<file path="src/rtl/mem_arb_pkg.sv">
// Shared encodings for the DRAM request arbiter: FSM states, requester ids
// and the cache-line offset width used for write/read hazard detection.
package mem_arb_pkg;

  localparam logic [1:0] ST_IDLE    = 2'd0;
  localparam logic [1:0] ST_ISSUE   = 2'd1;
  localparam logic [1:0] ST_WR_WAIT = 2'd2;
  localparam logic [1:0] ST_RD_WAIT = 2'd3;

  localparam logic [1:0] ID_DCW = 2'd0;
  localparam logic [1:0] ID_DCR = 2'd1;
  localparam logic [1:0] ID_ICR = 2'd2;

  localparam int LINE_LSB = 4;

  // Round-robin successor over the three requester ids.
  function automatic logic [1:0] next_id(input logic [1:0] id);
    return (id == ID_ICR) ? ID_DCW : id + 2'd1;
  endfunction

endpackage

</file>
<file path="src/rtl/rr_arb3.sv">
// Three-way round-robin arbiter; the pointer holds the last granted id and the
// search starts just after it. force_wr hands the grant to the writer.
module rr_arb3
  import mem_arb_pkg::*;
(
  input  logic       clk,
  input  logic       rst,
  input  logic [2:0] req,
  input  logic       force_wr,
  input  logic       take,
  output logic       gnt_valid,
  output logic [1:0] gnt_id
);

  logic [1:0] last_q, last_d;
  logic [1:0] cand1, cand2;

  // NOTE: every output of a combinational block gets a default first so no
  // path through the if/else chain can leave a value held (latch inference).
  always_comb begin
    cand1     = next_id(last_q);
    cand2     = next_id(cand1);
    gnt_valid = |req;
    gnt_id    = ID_DCW;
    if (force_wr && req[ID_DCW]) gnt_id = ID_DCW;
    else if (req[cand1])         gnt_id = cand1;
    else if (req[cand2])         gnt_id = cand2;
    else if (req[last_q])        gnt_id = last_q;
    last_d = (take && gnt_valid) ? gnt_id : last_q;
  end

  // NOTE: state registers use non-blocking assignments so every flop samples
  // the pre-edge value of its neighbours, independent of statement order.
  always_ff @(posedge clk or posedge rst) begin
    if (rst) last_q <= ID_DCW;
    else     last_q <= last_d;
  end

endmodule

</file>
<file path="src/rtl/mem_req_arbiter.sv">
// Serialises dcache write-back, dcache fill and icache fill onto one DRAM
// channel, one transaction outstanding, with completion routed to the owner.
module mem_req_arbiter
  import mem_arb_pkg::*;
#(
  parameter int AWIDTH = 32,
  parameter int TMO_W  = 10
) (
  input  logic              clk,
  input  logic              rst,
  input  logic              dcw_req,
  input  logic [AWIDTH-1:0] dcw_addr,
  input  logic [15:0]       dcw_mask,
  input  logic [127:0]      dcw_data,
  output logic              dcw_done,
  input  logic              dcr_req,
  input  logic [AWIDTH-1:0] dcr_addr,
  input  logic              icr_req,
  input  logic [AWIDTH-1:0] icr_addr,
  output logic [127:0]      rd_data,
  output logic              dcr_rvalid,
  output logic              icr_rvalid,
  output logic              dcr_done,
  output logic              icr_done,
  output logic              m_wr_start,
  output logic [AWIDTH-1:0] m_wr_addr,
  output logic [15:0]       m_wr_mask,
  output logic [127:0]      m_wr_data,
  input  logic              m_wr_resp,
  output logic              m_rd_start,
  output logic [AWIDTH-1:0] m_rd_addr,
  input  logic              m_rqfull,
  input  logic [127:0]      m_rd_data,
  input  logic              m_rd_valid,
  input  logic              m_rd_finish,
  input  logic              err_clr,
  output logic              err_timeout,
  output logic              busy
);

  localparam logic [TMO_W-1:0] TMO_LAST = {{(TMO_W-1){1'b1}}, 1'b0};

  logic [1:0]        state_q, state_d;
  logic [1:0]        owner_q, owner_d;
  logic [AWIDTH-1:0] wr_addr_q, wr_addr_d;
  logic [15:0]       wr_mask_q, wr_mask_d;
  logic [127:0]      wr_data_q, wr_data_d;
  logic [AWIDTH-1:0] rd_addr_q, rd_addr_d;
  logic [TMO_W-1:0]  cnt_q, cnt_d;
  logic              err_q, err_d;
  logic [127:0]      rd_data_q, rd_data_d;
  logic              dcr_rv_q, dcr_rv_d, icr_rv_q, icr_rv_d;
  logic              dcw_done_q, dcw_done_d, dcr_done_q, dcr_done_d;
  logic              icr_done_q, icr_done_d;

  logic       gnt_valid;
  logic [1:0] gnt_id;
  logic       hazard, start_now, rv_pulse, done_pulse, tmo_hit;

  // A pending reader of the line being written back must see the new data.
  assign hazard = dcw_req &&
    ((dcr_req && dcr_addr[AWIDTH-1:LINE_LSB] == dcw_addr[AWIDTH-1:LINE_LSB]) ||
     (icr_req && icr_addr[AWIDTH-1:LINE_LSB] == dcw_addr[AWIDTH-1:LINE_LSB]));

  rr_arb3 u_arb (
    .clk       (clk),
    .rst       (rst),
    .req       ({icr_req, dcr_req, dcw_req}),
    .force_wr  (hazard),
    .take      (state_q == ST_IDLE),
    .gnt_valid (gnt_valid),
    .gnt_id    (gnt_id)
  );

  assign start_now = (state_q == ST_ISSUE) && !m_rqfull;

  always_comb begin
    state_d    = state_q;
    owner_d    = owner_q;
    wr_addr_d  = wr_addr_q;
    wr_mask_d  = wr_mask_q;
    wr_data_d  = wr_data_q;
    rd_addr_d  = rd_addr_q;
    cnt_d      = cnt_q;
    rd_data_d  = rd_data_q;
    err_d      = err_q & ~err_clr;
    rv_pulse   = 1'b0;
    done_pulse = 1'b0;
    tmo_hit    = 1'b0;
    case (state_q)
      ST_IDLE: if (gnt_valid) begin
        owner_d = gnt_id;
        state_d = ST_ISSUE;
        if (gnt_id == ID_DCW) begin
          wr_addr_d = dcw_addr;
          wr_mask_d = dcw_mask;
          wr_data_d = dcw_data;
        end else begin
          rd_addr_d = (gnt_id == ID_DCR) ? dcr_addr : icr_addr;
        end
      end
      ST_ISSUE: if (!m_rqfull) begin
        state_d = (owner_q == ID_DCW) ? ST_WR_WAIT : ST_RD_WAIT;
        cnt_d   = '0;
      end
      ST_WR_WAIT: begin
        cnt_d = cnt_q + 1'b1;
        if (m_wr_resp) begin
          done_pulse = 1'b1;
          state_d    = ST_IDLE;
        end else if (cnt_q == TMO_LAST) begin
          tmo_hit    = 1'b1;
          done_pulse = 1'b1;
          state_d    = ST_IDLE;
        end
      end
      ST_RD_WAIT: begin
        cnt_d = cnt_q + 1'b1;
        if (m_rd_valid) begin
          rd_data_d = m_rd_data;
          rv_pulse  = 1'b1;
        end
        if (m_rd_finish) begin
          done_pulse = 1'b1;
          state_d    = ST_IDLE;
        end else if (cnt_q == TMO_LAST) begin
          tmo_hit    = 1'b1;
          done_pulse = 1'b1;
          state_d    = ST_IDLE;
        end
      end
      default: state_d = ST_IDLE;
    endcase
    if (tmo_hit) err_d = 1'b1;
    dcw_done_d = done_pulse && (owner_q == ID_DCW);
    dcr_done_d = done_pulse && (owner_q == ID_DCR);
    icr_done_d = done_pulse && (owner_q == ID_ICR);
    dcr_rv_d   = rv_pulse && (owner_q == ID_DCR);
    icr_rv_d   = rv_pulse && (owner_q == ID_ICR);
  end

  always_ff @(posedge clk or posedge rst) begin
    if (rst) begin
      state_q    <= ST_IDLE;
      owner_q    <= ID_DCW;
      wr_addr_q  <= '0;
      wr_mask_q  <= '0;
      wr_data_q  <= '0;
      rd_addr_q  <= '0;
      cnt_q      <= '0;
      err_q      <= 1'b0;
      rd_data_q  <= '0;
      dcr_rv_q   <= 1'b0;
      icr_rv_q   <= 1'b0;
      dcw_done_q <= 1'b0;
      dcr_done_q <= 1'b0;
      icr_done_q <= 1'b0;
    end else begin
      state_q    <= state_d;
      owner_q    <= owner_d;
      wr_addr_q  <= wr_addr_d;
      wr_mask_q  <= wr_mask_d;
      wr_data_q  <= wr_data_d;
      rd_addr_q  <= rd_addr_d;
      cnt_q      <= cnt_d;
      err_q      <= err_d;
      rd_data_q  <= rd_data_d;
      dcr_rv_q   <= dcr_rv_d;
      icr_rv_q   <= icr_rv_d;
      dcw_done_q <= dcw_done_d;
      dcr_done_q <= dcr_done_d;
      icr_done_q <= icr_done_d;
    end
  end

  assign m_wr_start  = start_now && (owner_q == ID_DCW);
  assign m_rd_start  = start_now && (owner_q != ID_DCW);
  assign m_wr_addr   = wr_addr_q;
  assign m_wr_mask   = wr_mask_q;
  assign m_wr_data   = wr_data_q;
  assign m_rd_addr   = rd_addr_q;
  assign rd_data     = rd_data_q;
  assign dcr_rvalid  = dcr_rv_q;
  assign icr_rvalid  = icr_rv_q;
  assign dcw_done    = dcw_done_q;
  assign dcr_done    = dcr_done_q;
  assign icr_done    = icr_done_q;
  assign err_timeout = err_q;
  assign busy        = (state_q != ST_IDLE);

endmodule

</file>
<file path="config.mk">
export PLATFORM = sky130hd
export DESIGN_NAME = mem_req_arbiter
export DESIGN_NICKNAME = d
export VERILOG_FILES = /design/src/rtl/mem_arb_pkg.sv /design/src/rtl/rr_arb3.sv /design/src/rtl/mem_req_arbiter.sv
export SDC_FILE = /design/constraint.sdc
export NUM_CORES = 1
export LEC_CHECK = 0
export ABC_AREA = 1
export BUFFER_PORTS_ARGS = -buffer_cell sky130_fd_sc_hd__clkbuf_2
export CORE_AREA = 10 10 270 272
export CTS_CLUSTER_DIAMETER = 30
export DETAILED_ROUTE_END_ITERATION = 8
export DIE_AREA = 0 0 280 282
export SETUP_SLACK_MARGIN = 0.02
export SLEW_MARGIN = 20
export SYNTH_ARGS = -nofsm -noshare
export SYNTH_HDL_FRONTEND = slang
export SYNTH_SLANG_ARGS = --single-unit
export TNS_END_PERCENT = 5
</file>
<file path="constraint.sdc">
create_clock -name clk -period 11.85 [get_ports clk]
set_input_delay 1.7775 -clock clk [delete_from_list [all_inputs] [get_ports clk]]
set_output_delay 1.7775 -clock clk [all_outputs]
set_load 0.05 [all_outputs]
</file>
# --- Yosys cells after proc, flatten, opt, wreduce, memory -nomap -nowiden ---
# Index checks and enable logic that the tools add are counted.
# W data, S select, Z words.
op_classes:
  addsub: 3
  magnitude_cmp: 3
  eq_ne: 13
  mux: 32
  n_bitwise: 3
  reduce_logical: 29
op_table:
  columns: ["operator", "n"]
  rows:
  - ["$eq A28 B28 Y1", 2]
  - ["$mux W32", 1]
  - ["$mux W2", 11]
  - ["$pmux W10 S2", 1]
  - ["$logic_and A1 B1 Y1", 13]
  - ["$mux W1", 12]
  - ["$add A10 B1 Y10 const B", 1]
  - ["$eq A10 B10 Y1 const B", 1]
  - ["$eq A2 B2 Y1 const B", 5]
  - ["$mux W10", 1]
  - ["$lt A2 B3 Y1 const B", 3]
  - ["$pmux W2 S4", 1]
  - ["$reduce_and A2 Y1", 4]
  - ["$bmux W1 S2", 3]
  - ["$eq A2 B1 Y1 const B", 3]
  - ["$logic_not A2 Y1", 3]
  - ["$reduce_and A3 Y1", 2]
  - ["$reduce_bool A2 Y1", 3]
  - ["$add A2 B1 Y2 const B", 2]
  - ["$ne A2 B2 Y1 const B", 2]
  - ["$pmux W1 S2", 2]
  - ["$reduce_or A3 Y1", 1]
  - ["$not A1 Y1", 2]
  - ["$reduce_or A2 Y1", 1]
  - ["other kinds (3)", 3]
word_totals:
  register_bits: 358
  output_inout_bits: 345
  word_cells: 98

# --- Longest topological paths before layout ---
# Gate-level depths: netlist (run 1).
logic_depth:
  depth_word: 12
  ltp_mapped: 18
  depth_no_buf: 16

# --- Modules after synthesis ---
# A second synthesis (run 1) with hierarchy kept.
hier_totals:
  cells_unflattened: 1276
  hier_area_um2: 15576.2
modules_own_cells:
  columns: ["module", "n_inst", "cells_each", "area_per_inst_um2"]
  rows:
  - ["mem_req_arbiter", 1, 1243, 15369.7]
  - ["rr_arb3", 1, 33, 206.4]

# --- Worst setup path after synthesis (run 1) ---
# Ideal clock, no wire load.
synth_timing:
  kind: "input -> output"
  start: "input port m_rqfull"
  end: "output port m_rd_start"
  arrival_ns: 2.743
  required_ns: 10.073
  slack_ns: 7.330
  path_stages: 2
  path_buffers: 0
  cell_sequence: "or2_2 > nor2_1"
synth_between:
  elab_chain_cells: 3
synth_rtl:
  columns: ["element", "line", "text"]
  rows:
  - ["start, declared", "mem_req_arbiter.sv:32", "input logic m_rqfull,"]
  - ["$logic_not A1 Y1", null, null]
  - ["$logic_and A1 B1 Y1", "mem_req_arbiter.sv:75", "assign start_now = (state_q == ST_ISSUE) && !m_rqfull;"]
  - ["$logic_and A1 B1 Y1", "mem_req_arbiter.sv:177", "assign m_rd_start = start_now && (owner_q != ID_DCW);"]
  - ["end, declared", "mem_req_arbiter.sv:30", "output logic m_rd_start,"]
# No other way between the ends.

# --- Final worst setup path (run 1) ---
layout_timing:
  start: "input port dcw_addr[9]"
  end: "register wr_addr_q[20], in the netlist m_wr_addr[20]"
layout_between:
  elab_chain_cells: 8
  elab_cells_between_ends: 10
layout_rtl:
  columns: ["element", "line", "text"]
  rows:
  - ["start, declared", "mem_req_arbiter.sv:12", "input logic [AWIDTH-1:0] dcw_addr,"]
  - ["$eq A28 B28 Y1 (on tied branches)", "mem_req_arbiter.sv:62, mem_req_arbiter.sv:63", null]
  - ["$logic_and A1 B1 Y1 (on tied branches)", "mem_req_arbiter.sv:62, mem_req_arbiter.sv:63", null]
  - ["$logic_or A1 B1 Y1 *", "mem_req_arbiter.sv:62", "((dcr_req && dcr_addr[AWIDTH-1:LINE_LSB] == dcw_addr[AWIDTH-1:LINE_LSB]) ||"]
  - ["$logic_and A1 B1 Y1 *", "mem_req_arbiter.sv:61", "assign hazard = dcw_req &&"]
  - ["$logic_and A1 B1 Y1 *", "rr_arb3.sv:25", "if (force_wr && req[ID_DCW]) gnt_id = ID_DCW;"]
  - ["$mux W2 *", "rr_arb3.sv:25", null]
  - ["$logic_not A2 Y1 *", "mem_req_arbiter.sv:94", "if (gnt_id == ID_DCW) begin"]
  - ["$reduce_and A3 Y1 (no line) *", null, null]
  - ["end signal, assigned", "mem_req_arbiter.sv:161", "wr_addr_q <= wr_addr_d;"]
  - ["end, declared", "mem_req_arbiter.sv:45", "logic [AWIDTH-1:0] wr_addr_q, wr_addr_d;"]
# Mark *: on every way between the ends. The rest lies on a longest branch, timed or not.
# A chain may end at the register's enable or synchronous reset.

==> results.toml, run 1 <==
[setup_path]
required_ns = 12.38
crit_top_cell = "nand2_1"
cp_top_family = "simple AND/OR/NAND/NOR gates"
rr_worst_depth = 12
worstSetupStartpointType = "input port"
worstPathCellList = "clkbuf_2 -> inv_2 -> o21ai_0 -> nor2_1 -> nand3_1 -> nor2_1 -> nand2_1 -> nand2_1 -> nand2_2 -> nand2_8 -> nand3_4 -> buf_4 -> buf_4 -> nand2_1 -> nand2_1"
path_depth = 15
cp_max_fo = 100
slowest_delay_ns = 0.86
worstSetupEndpointType = "register"
arrival_ns = 6.05
crit_slowest_cell = "buf_4"
crit_buf_inv = 4
critPathKind = "input port to register"

[logic_synthesis]
synth_simple_gate_area_share_pct = 25.65
ys_warn_count = 0
yosys-top-cells-area = "dfrtp_1 57%, nand2_1 16%, mux2_2 9.2%, nand4_1 7.1%, buf_2 1.8%"
yosysMostFrequentCell = "nand2_1"
postSynthAreaPerCell_um2 = 9.346
synth_top_area_share_pct = 56.84
synth_xor_area_share_pct = 0.8941
synth_top_family_by_area = "simple AND/OR/NAND/NOR gates"
synth_mux_area_share_pct = 9.196
synth-compound-area-share_pct = 1.668
synth_edf_count = 0
yosysTopAreaCell = "dfrtp_1"
synth_seq_cells = 356
synthTopCellsByCount = "662 x nand2_1, 356 x dfrtp_1, 177 x nand4_1"
syn-num-nets = 2057
async_reset_ff_share_pct = 100.0
netlist_instances = 1677
synthFlopType = "dfrtp_1"
netlist_area_mm2 = 0.01567
synthAdderAreaFrac_pct = 0.1597
ys_seq_area_share_pct = 56.84
ys_types = 35

[floorplan]
row_count = 96
die_area_mm2 = 0.07896
die_x_um = 280
core-area_mm2 = 0.06775
ios = 723
dieHeight_um = 282
start_util_pct = 23.14

[job]
drv_cap = 0

[power]
finalPower_uw = 8649
p_per_area_mw_per_mm2 = 378.5
vdd_drop_max_v = 0.0001637
leakagePower_uw = 0.01251

[drt]
dr.pass1.iters = 5
via_per_inst = 4.441
routed.top_layer = "met5"
postRouteAntennaNets = 0
met2_length_mm = 31.69
wirelength_met1_mm = 25.39
wl_met3_mm = 5.939
vias = 14820
drc = 0
wirelength_mm = 64.98
drt_iter0_drc = 967
wl_per_cell_um = 19.47

[sta]
setup_viol = 0
setup_tns_ns = 0
period_share_pct = 46.59
timing.final.ws_setup_ns = 6.330
slew_headroom_pct = 32.54
clock.fmax_mhz = 181.1
min_period_ns = 5.520
final-hold-violation-count = 0
worst_slew_pin_slew_ns = 1.012
whs_ns = 0.4645
rsz0062_at_grt = "no"
maxSlewViolCount = 0
fin_skew_ns = 0.02129

[global_routing]
overflow = 0
grt_pass1_wl_mm = 95.09
antenna_found_initial = 4
grt_max_degree = 118
track_usage_pct = 15.58
first_global_vias = 15200

[cts]
cts_num_sinks = 356
cts_tree = "built"
post_cts_buffers = 0
clock_latency_ns = 0.61
cts_hold_buf = 0
clkTransAtPathRegs_ns = 0.04
cts_resized = 0
root_buffer = "clkbuf_16"
cts_buffers = 84
cts_htree_levels = 3
clockBufferDepth = 3

[min_path]
min_path_type = "register to register"
whs_path_depth = 2

[cells_and_area]
drive_above_1_share_pct = 41.87
fillers = 7051
fin_nets = 2773
area_delta_synth_final_pct = 45.78
fin_area_mm2 = 0.02285

[placement]
place.detailed.hpwl_mm = 48.41
place_congestion = 0.9017
portBuffers = 722
placed_area_mm2 = 0.02004
pre_cts_slack_ns = 5.754

[run_status]
status = "complete, no violations"
-- power breakdown --
part	leakage, uW	internal [uW]	switching, uW
Combinational	0.00674	925	3340
Clock	0.00138	1550	719
Sequential	0.00439	1800	315
Total	0.0125	4270	4380
-- worst register-to-register path, cell delays in order (launching register included) --
cell	delay, ns
dfrtp_1	0.44
nor2_2	0.11
nand2_1	0.12
o21ai_1	0.08
a21oi_1	0.12
o211ai_1	0.11
nand2_2	0.67
nand2_8	0.46
nand3_4	0.43
buf_4	0.70
buf_4	0.89
nand2_1	0.24
nand2_1	0.10
-- cell families after synthesis --
family,Yosys count
simple gates,930
buf+inv,201
xor+xnor,16
fa+ha+maj,2
flops,356
compound gates,44
mux,128
-- layout make-up --
type	count	area, um2	area share [%]
Inverter	93	356.6	1.561
Multi-Input combinational cell	1120	5936	25.98
Timing Repair Buffer	738	3734	16.34
Antenna cell	1	2.502	0.01095
Sequential cell	356	8909	38.99
Clock buffer	118	2390	10.46
Tap cell	882	1104	4.830
Clock inverter	30	419.2	1.834
-- registers in the layout, indices dropped and copies added, names as in the netlist --
name / cells
dcw_done: 1
cnt_q: 10
dcr_rvalid: 1
icr_done: 1
m_rd_addr: 32
m_wr_addr: 32
rd_data: 128
m_wr_mask: 16
state_q: 2
m_wr_data: 128
err_timeout: 1
dcr_done: 1
icr_rvalid: 1
owner_q: 2
-- per-stage QoR --
step | instances | utilization [%]
6_report | 3338 | 33.73
5_1_grt | 3338 | 33.73
4_1_cts | 3337 | 33.72
3_5_place_dp | 3189 | 29.58
3_3_place_gp | 3189 | 29.58
2_1_floorplan | 1677 | -
-- per-layer routing --
layer  vias to the layer above  global-route usage, %
li1                       6978                      -
met5                         -                      0
met4                         4                  6.486
met2                       672                  26.11
met3                       113                  5.651
met1                      7057                  17.75
-- final timing paths --
check,start,to,slack [ns]
min in group asynchronous,rst,rd_data[113]$_DFFE_PP0P_,1.33
setup / recovery,dcw_addr[9],m_wr_addr[20]$_DFFE_PP0P_,6.33
hold reg to reg,m_wr_mask[10]$_DFFE_PP0P_,m_wr_mask[10]$_DFFE_PP0P_,0.46
hold / removal,m_wr_mask[10]$_DFFE_PP0P_,m_wr_mask[10]$_DFFE_PP0P_,0.46
max in group asynchronous,rst,m_wr_addr[23]$_DFFE_PP0P_,8.21
setup reg to reg,owner_q[1]$_DFFE_PP0P_,m_wr_addr[20]$_DFFE_PP0P_,7.31
-- cell usage in the layout, fill, tap and decap left out, types with 14 or more instances in the layout --
master,n
buf_4,16
clkbuf_1,18
nand4_1,177
inv_1,70
clkbuf_8,16
mux2_2,128
nand3_1,42
nand2_1,661
clkbuf_16,84
nor2_1,36
dfrtp_1,356
clkinv_2,14
clkbuf_2,722
inv_2,18
(Power assumes the default switching activity.)
==> run 2, diff against run 1 <==
Clock period 11.85 ns to 5.8 ns, I/O delays scaled along.
==> run 2 against run 1 <==
Compared with the run above: non-clock buffer count increased by 2; global-route usage increased by 0.070 points; count of clock-buffer cells in the layout increased by 7; clock power increased by 140%; critical path depth decreased by 5; design area increased by 3.1%; core utilization increased by 1.1 points; sequential share of layout area decreased by 1.2 points; sequential cell count unchanged; via count increased by 0.17%.
==> results.toml, run 2 (synthesis gave the netlist of run 1 again) <==
[sta]
fin_skew_ns = 0.03516
setup_viol = 0
maxSlewViolCount = 0
setup_tns_ns = 0
min_period_ns = 3.259
clock.fmax_mhz = 306.8
slew_headroom_pct = 36.98
timing.final.ws_setup_ns = 2.541
final-hold-violation-count = 0
period_share_pct = 56.20
rsz0062_at_grt = "no"
worst_slew_pin_slew_ns = 0.9454

[cts]
clockBufferDepth = 3
cts_htree_levels = 3
clock_latency_ns = 0.62
cts_tree = "built"
post_cts_buffers = 0
root_buffer = "clkbuf_16"
cts_buffers = 93
clkTransAtPathRegs_ns = 0.05
cts_resized = 0
cts_hold_buf = 0
cts_num_sinks = 356

[setup_path]
rr_worst_depth = 10
reg2reg_from = "owner_q[1]$_DFFE_PP0P_"
crit_slowest_cell = "nand2_2"
crit_top_cell = "nand2_1"
reg2reg_slack_ns = 2.54
reg2reg_to = "m_wr_data[53]$_DFFE_PP0P_"
worstSetupEndpointType = "register"
worstSetupStartpointType = "register"
worstPathCellList = "nor2_2 -> nand2_1 -> o21ai_1 -> o211ai_1 -> nand2_2 -> nand2_8 -> nand3_4 -> buf_12 -> nand2_1 -> nand2_1"
arrival_ns = 3.81
slowest_delay_ns = 0.66
critPathKind = "register to register"
cp_max_fo = 175
required_ns = 6.35

[drt]
routed.top_layer = "met5"
wirelength_mm = 64.87
dr.pass1.iters = 5
drt_iter0_drc = 925
postRouteAntennaNets = 0
wirelength_met1_mm = 24.99
drc = 0
wl_met3_mm = 6.190
wl_per_cell_um = 19.28
met2_length_mm = 31.55
vias = 14850
via_per_inst = 4.414

[floorplan]
start_util_pct = 23.14
dieHeight_um = 282
core-area_mm2 = 0.06775
die_area_mm2 = 0.07896
die_x_um = 280
ios = 723
row_count = 96

[global_routing]
grt_max_degree = 176
first_global_vias = 15290
overflow = 0
antenna_found_initial = 2
track_usage_pct = 15.65
grt_pass1_wl_mm = 96.03

[power]
vdd_drop_max_v = 0.0003248
p_per_area_mw_per_mm2 = 787.9
leakagePower_uw = 0.01281

[cells_and_area]
final_common_cell = "clkbuf_2"
fillers = 6949
fin_nets = 2784
fin_area_mm2 = 0.02356
area_delta_synth_final_pct = 50.33
drive_above_1_share_pct = 42.59
final_cell_mix = "722 x clkbuf_2, 661 x nand2_1, 356 x dfrtp_1"
antenna-diode-count = 0

[placement]
place_congestion = 0.8806
pre_cts_slack_ns = 2.150
portBuffers = 722
place.detailed.hpwl_mm = 48.36
placed_area_mm2 = 0.02015

[min_path]
min_path_type = "input port to asynchronous set/reset pin"

[run_status]
status = "complete, no violations"

[job]
drv_cap = 0
[run 2: cell types whose count changed in the layout (fill, tap and decap cells not counted), moves of 2 or more]
cell / before / now
buf_12: 0 / 10
clkbuf_16: 84 / 93
buf_4: 16 / 8
bufinv_16: 7 / 15
clkinvlp_4: 1 / 9
clkbuf_1: 18 / 16
clkinv_16: 2 / 4
clkinv_2: 14 / 16
inv_6: 2 / 0
[run 2: metal layers]
| layer | vias to the layer above | track usage (%) |
|---|---|---|
| met5 | - | 0 |
| met4 | 4 | 6.667 |
| met3 | 129 | 5.932 |
| met2 | 644 | 26.05 |
| met1 | 7061 | 17.76 |
| li1 | 7011 | - |
[run 2: where the power goes]
group | total, uW | internal, uW | switching (uW)
logic | 8760 | 1950 | 6820
registers | 4340 | 3680 | 661
clock network | 5460 | 3820 | 1640
total | 18600 | 9440 | 9120
[run 2: cell type report]
class | instances | area [um2] | share of cell area (%)
clock buffer | 125 | 2608 | 11.07
clock inverter | 48 | 780.7 | 3.314
sequential | 356 | 8909 | 37.81
timing repair buffer | 740 | 3874 | 16.44
multi-input combinational | 1120 | 5936 | 25.19
inverter | 93 | 352.8 | 1.497
tap | 882 | 1104 | 4.684
[run 2: through the flow]
| stage | hold WS (ns) | utilization, % | instances | total power [uW] |
|---|---|---|---|---|
| 2_1_floorplan | 0.4552 | - | 1677 | 10740 |
| 3_3_place_gp | 0.4536 | 29.75 | 3190 | 13110 |
| 3_5_place_dp | 0.4571 | 29.75 | 3190 | 13200 |
| 4_1_cts | 0.3899 | 34.75 | 3363 | 18760 |
| 5_1_grt | 0.1817 | 34.78 | 3364 | 19500 |
| 6_report | 0.2058 | 34.78 | 3364 | 18560 |
[run 2: how the worst max path moves through the flow]
stage                                 end  cells past startpoint                   start  slack (ns)
2_1_floorplan        cnt_q[0]$_DFFE_PP0P_                      1                     rst        0.16
6_report        m_wr_data[53]$_DFFE_PP0P_                     10  owner_q[1]$_DFFE_PP0P_        2.54
5_1_grt         m_wr_data[50]$_DFFE_PP0P_                     10  owner_q[1]$_DFFE_PP0P_        2.27
3_3_place_gp    m_wr_data[42]$_DFFE_PP0P_                     15            dcw_addr[11]        2.18
4_1_cts         m_wr_data[75]$_DFFE_PP0P_                     10  owner_q[1]$_DFFE_PP0P_        2.55
3_5_place_dp   m_wr_data[112]$_DFFE_PP0P_                     12                 icr_req        2.15
[run 2: worst max-delay path, delay by kind of cell, from the launching register on]
kind	cells	cell delay, ns
and+or+nand+nor	7	1.74
buffers and inverters	1	0.53
AOI/OAI and AO/OA	2	0.23
DFF	1	0.44
==> run 3, diff against run 2 <==
Clock period 5.8 ns to 3.25 ns, I/O delays scaled along.
==> run 3 against run 2 <==
Compared with the run above: sequential cell count stayed put; design area is 0.49% higher; clock power is 70% higher; routed wire length is 0.72% higher; global-route usage is 0.15 points higher; first-iteration DRC count is 1.1% higher; via count is 1.7% higher; worst setup slack worse by 1.9 ns; die area stayed put; combinational power is 80% higher; non-clock buffer count is 28 higher; critical path type is now register to output pin.
==> results.toml, run 3 (synthesis gave the netlist of run 1 again) <==
[job]
drv_cap = 0

[drt]
via_per_inst = 4.452
drt_iter0_drc = 935
drc = 0
wirelength_mm = 65.34
wl_per_cell_um = 19.26
dr.pass1.iters = 5
postRouteAntennaNets = 0
vias = 15110

[cts]
cts_buffers = 91
clockBufferDepth = 3
clock_latency_ns = 0.60
clkTransAtPathRegs_ns = 0.04
cts_resized = 0
cts_htree_levels = 3
cts_num_sinks = 356
cts_tree = "built"
root_buffer = "clkbuf_16"

[power]
vdd_drop_max_v = 0.0007054
finalPower_uw = 32800
leakagePower_uw = 0.01289
p_per_area_mw_per_mm2 = 1385

[sta]
rsz0062_at_grt = "no"
maxSlewViolCount = 0
worst_slew_pin_slew_ns = 0.8646
setup_viol = 0
period_share_pct = 81.06
fin_skew_ns = 0.02123
final-hold-violation-count = 0
clock.fmax_mhz = 379.6
slew_headroom_pct = 41.63
min_period_ns = 2.634
whs_ns = 0.07718

[cells_and_area]
area_delta_synth_final_pct = 51.07
finalNonFillerCells = 3393
fin_nets = 2810
drive_above_1_share_pct = 43.18
fillers = 6969
final_cell_mix = "722 x clkbuf_2, 661 x nand2_1, 356 x dfrtp_1"
final_common_cell = "clkbuf_2"

[floorplan]
die_area_mm2 = 0.07896
row_count = 96
ios = 723
dieHeight_um = 282
core-area_mm2 = 0.06775
start_util_pct = 23.14
die_x_um = 280

[setup_path]
path_depth = 5
arrival_ns = 2.15
reg2reg_from = "owner_q[1]$_DFFE_PP0P_"
crit_slowest_cell = "dfrtp_1"
cp-startpoint = "state_q[1]$_DFFE_PP0P_"
crit_buf_inv = 2
reg2reg_to = "m_wr_mask[13]$_DFFE_PP0P_"
critPathKind = "register to output pin"
required_ns = 2.76
rr_worst_depth = 11
cp_top_family = "simple AND/OR/NAND/NOR gates"
worstPathCellList = "inv_1 -> nand2_1 -> or2_2 -> nor2_1 -> clkbuf_2"
cp_max_fo = 10
worstSetupStartpointType = "register"
slowest_delay_ns = 0.48
worstSetupEndpointType = "output pin"
reg2reg_slack_ns = 0.91
worstSetupEndpoint = "m_rd_start"

[global_routing]
track_usage_pct = 15.80
overflow = 0
first_global_vias = 15550
grt_max_degree = 138
antenna_found_initial = 3
grt_pass1_wl_mm = 96.79

[min_path]
min_path_type = "input port to register"

[placement]
place.detailed.hpwl_mm = 50.08
place_congestion = 0.9410
portBuffers = 722
dp.cells = 3218

[run_status]
status = "complete, no violations"
==> run 3: cell count changes in the layout (fill, tap and decap cells not counted), moves of 2 or more <==
cell,previous run,this run
buf_12,10,14
buf_4,8,31
bufinv_16,15,10
clkinv_2,16,19
clkinv_4,2,4
diode_2,0,3
==> run 3: area by class of cell <==
class | count | area (um2) | share of cell area, %
sequential | 356 | 8909 | 37.62
multi-input combinational | 1120 | 5936 | 25.07
timing repair buffer | 768 | 4136 | 17.47
clock buffer | 125 | 2629 | 11.10
tap | 882 | 1104 | 4.661
clock inverter | 46 | 604.3 | 2.552
inverter | 93 | 352.8 | 1.490
antenna | 3 | 7.507 | 0.03171
==> run 3: metal layers <==
metal / vias up / track usage, % / wire (um)
met4: 0 / 6.403 / 1991
met1: 7211 / 17.80 / 24580
met3: 137 / 6.089 / 6599
met5: - / 0 / 0
li1: 7070 / - / -
met2: 688 / 26.52 / 32170
==> run 3: worst reg2reg max path, stage by stage (launching register included) <==
cell and delay [ns]:
dfrtp_1 0.44, nor2_2 0.25, nand2_1 0.14, o21ai_1 0.09
a21oi_1 0.05, o211ai_1 0.11, nand2_2 0.17, nand2_8 0.21
nand3_4 0.11, buf_12 0.20, nand2_1 0.36, nand2_1 0.07
==> run 3: worst min path at each step <==
stage,endpoint,slack [ns],cells past startpoint,startpoint
3_3_place_gp,m_wr_data[75]$_DFFE_PP0P_,0.45,2,m_wr_data[75]$_DFFE_PP0P_
6_report,err_timeout$_DFF_PP0_,0.08,2,err_clr
5_1_grt,err_timeout$_DFF_PP0_,0.03,2,err_clr
2_1_floorplan,cnt_q[2]$_DFFE_PP0P_,0.46,1,cnt_q[2]$_DFFE_PP0P_
3_5_place_dp,m_wr_data[97]$_DFFE_PP0P_,0.46,2,m_wr_data[97]$_DFFE_PP0P_
4_1_cts,err_timeout$_DFF_PP0_,0.02,2,err_clr
==> run 3: report_power, final <==
part           total, uW  internal [uW]  leakage, uW  switching (uW)
registers           7740           6570      0.00439            1180
logic              15800           3600      0.00694           12200
clock network       9280           6430      0.00157            2840
==> run 3: timing repair <==
action | CTS | global route
hold endpoints to repair | 11 | 0
setup endpoints to repair | 0 | 0
buffers inserted | 0 | 0
hold buffers | 1 | 0
==> run 3: metrics by stage <==
step | setup slack, ns | setup TNS, ns | instance area [um2] | utilization (%)
floorplan | -2.008 | -714.79 | 15680 | -
detailed placement | 0.3300 | 0 | 20430 | 30.15
global placement | 0.3462 | 0 | 20430 | 30.15
global route | 0.4551 | 0 | 23680 | 34.95
finish | 0.6157 | 0 | 23680 | 34.95
CTS | 0.5519 | 0 | 23670 | 34.94
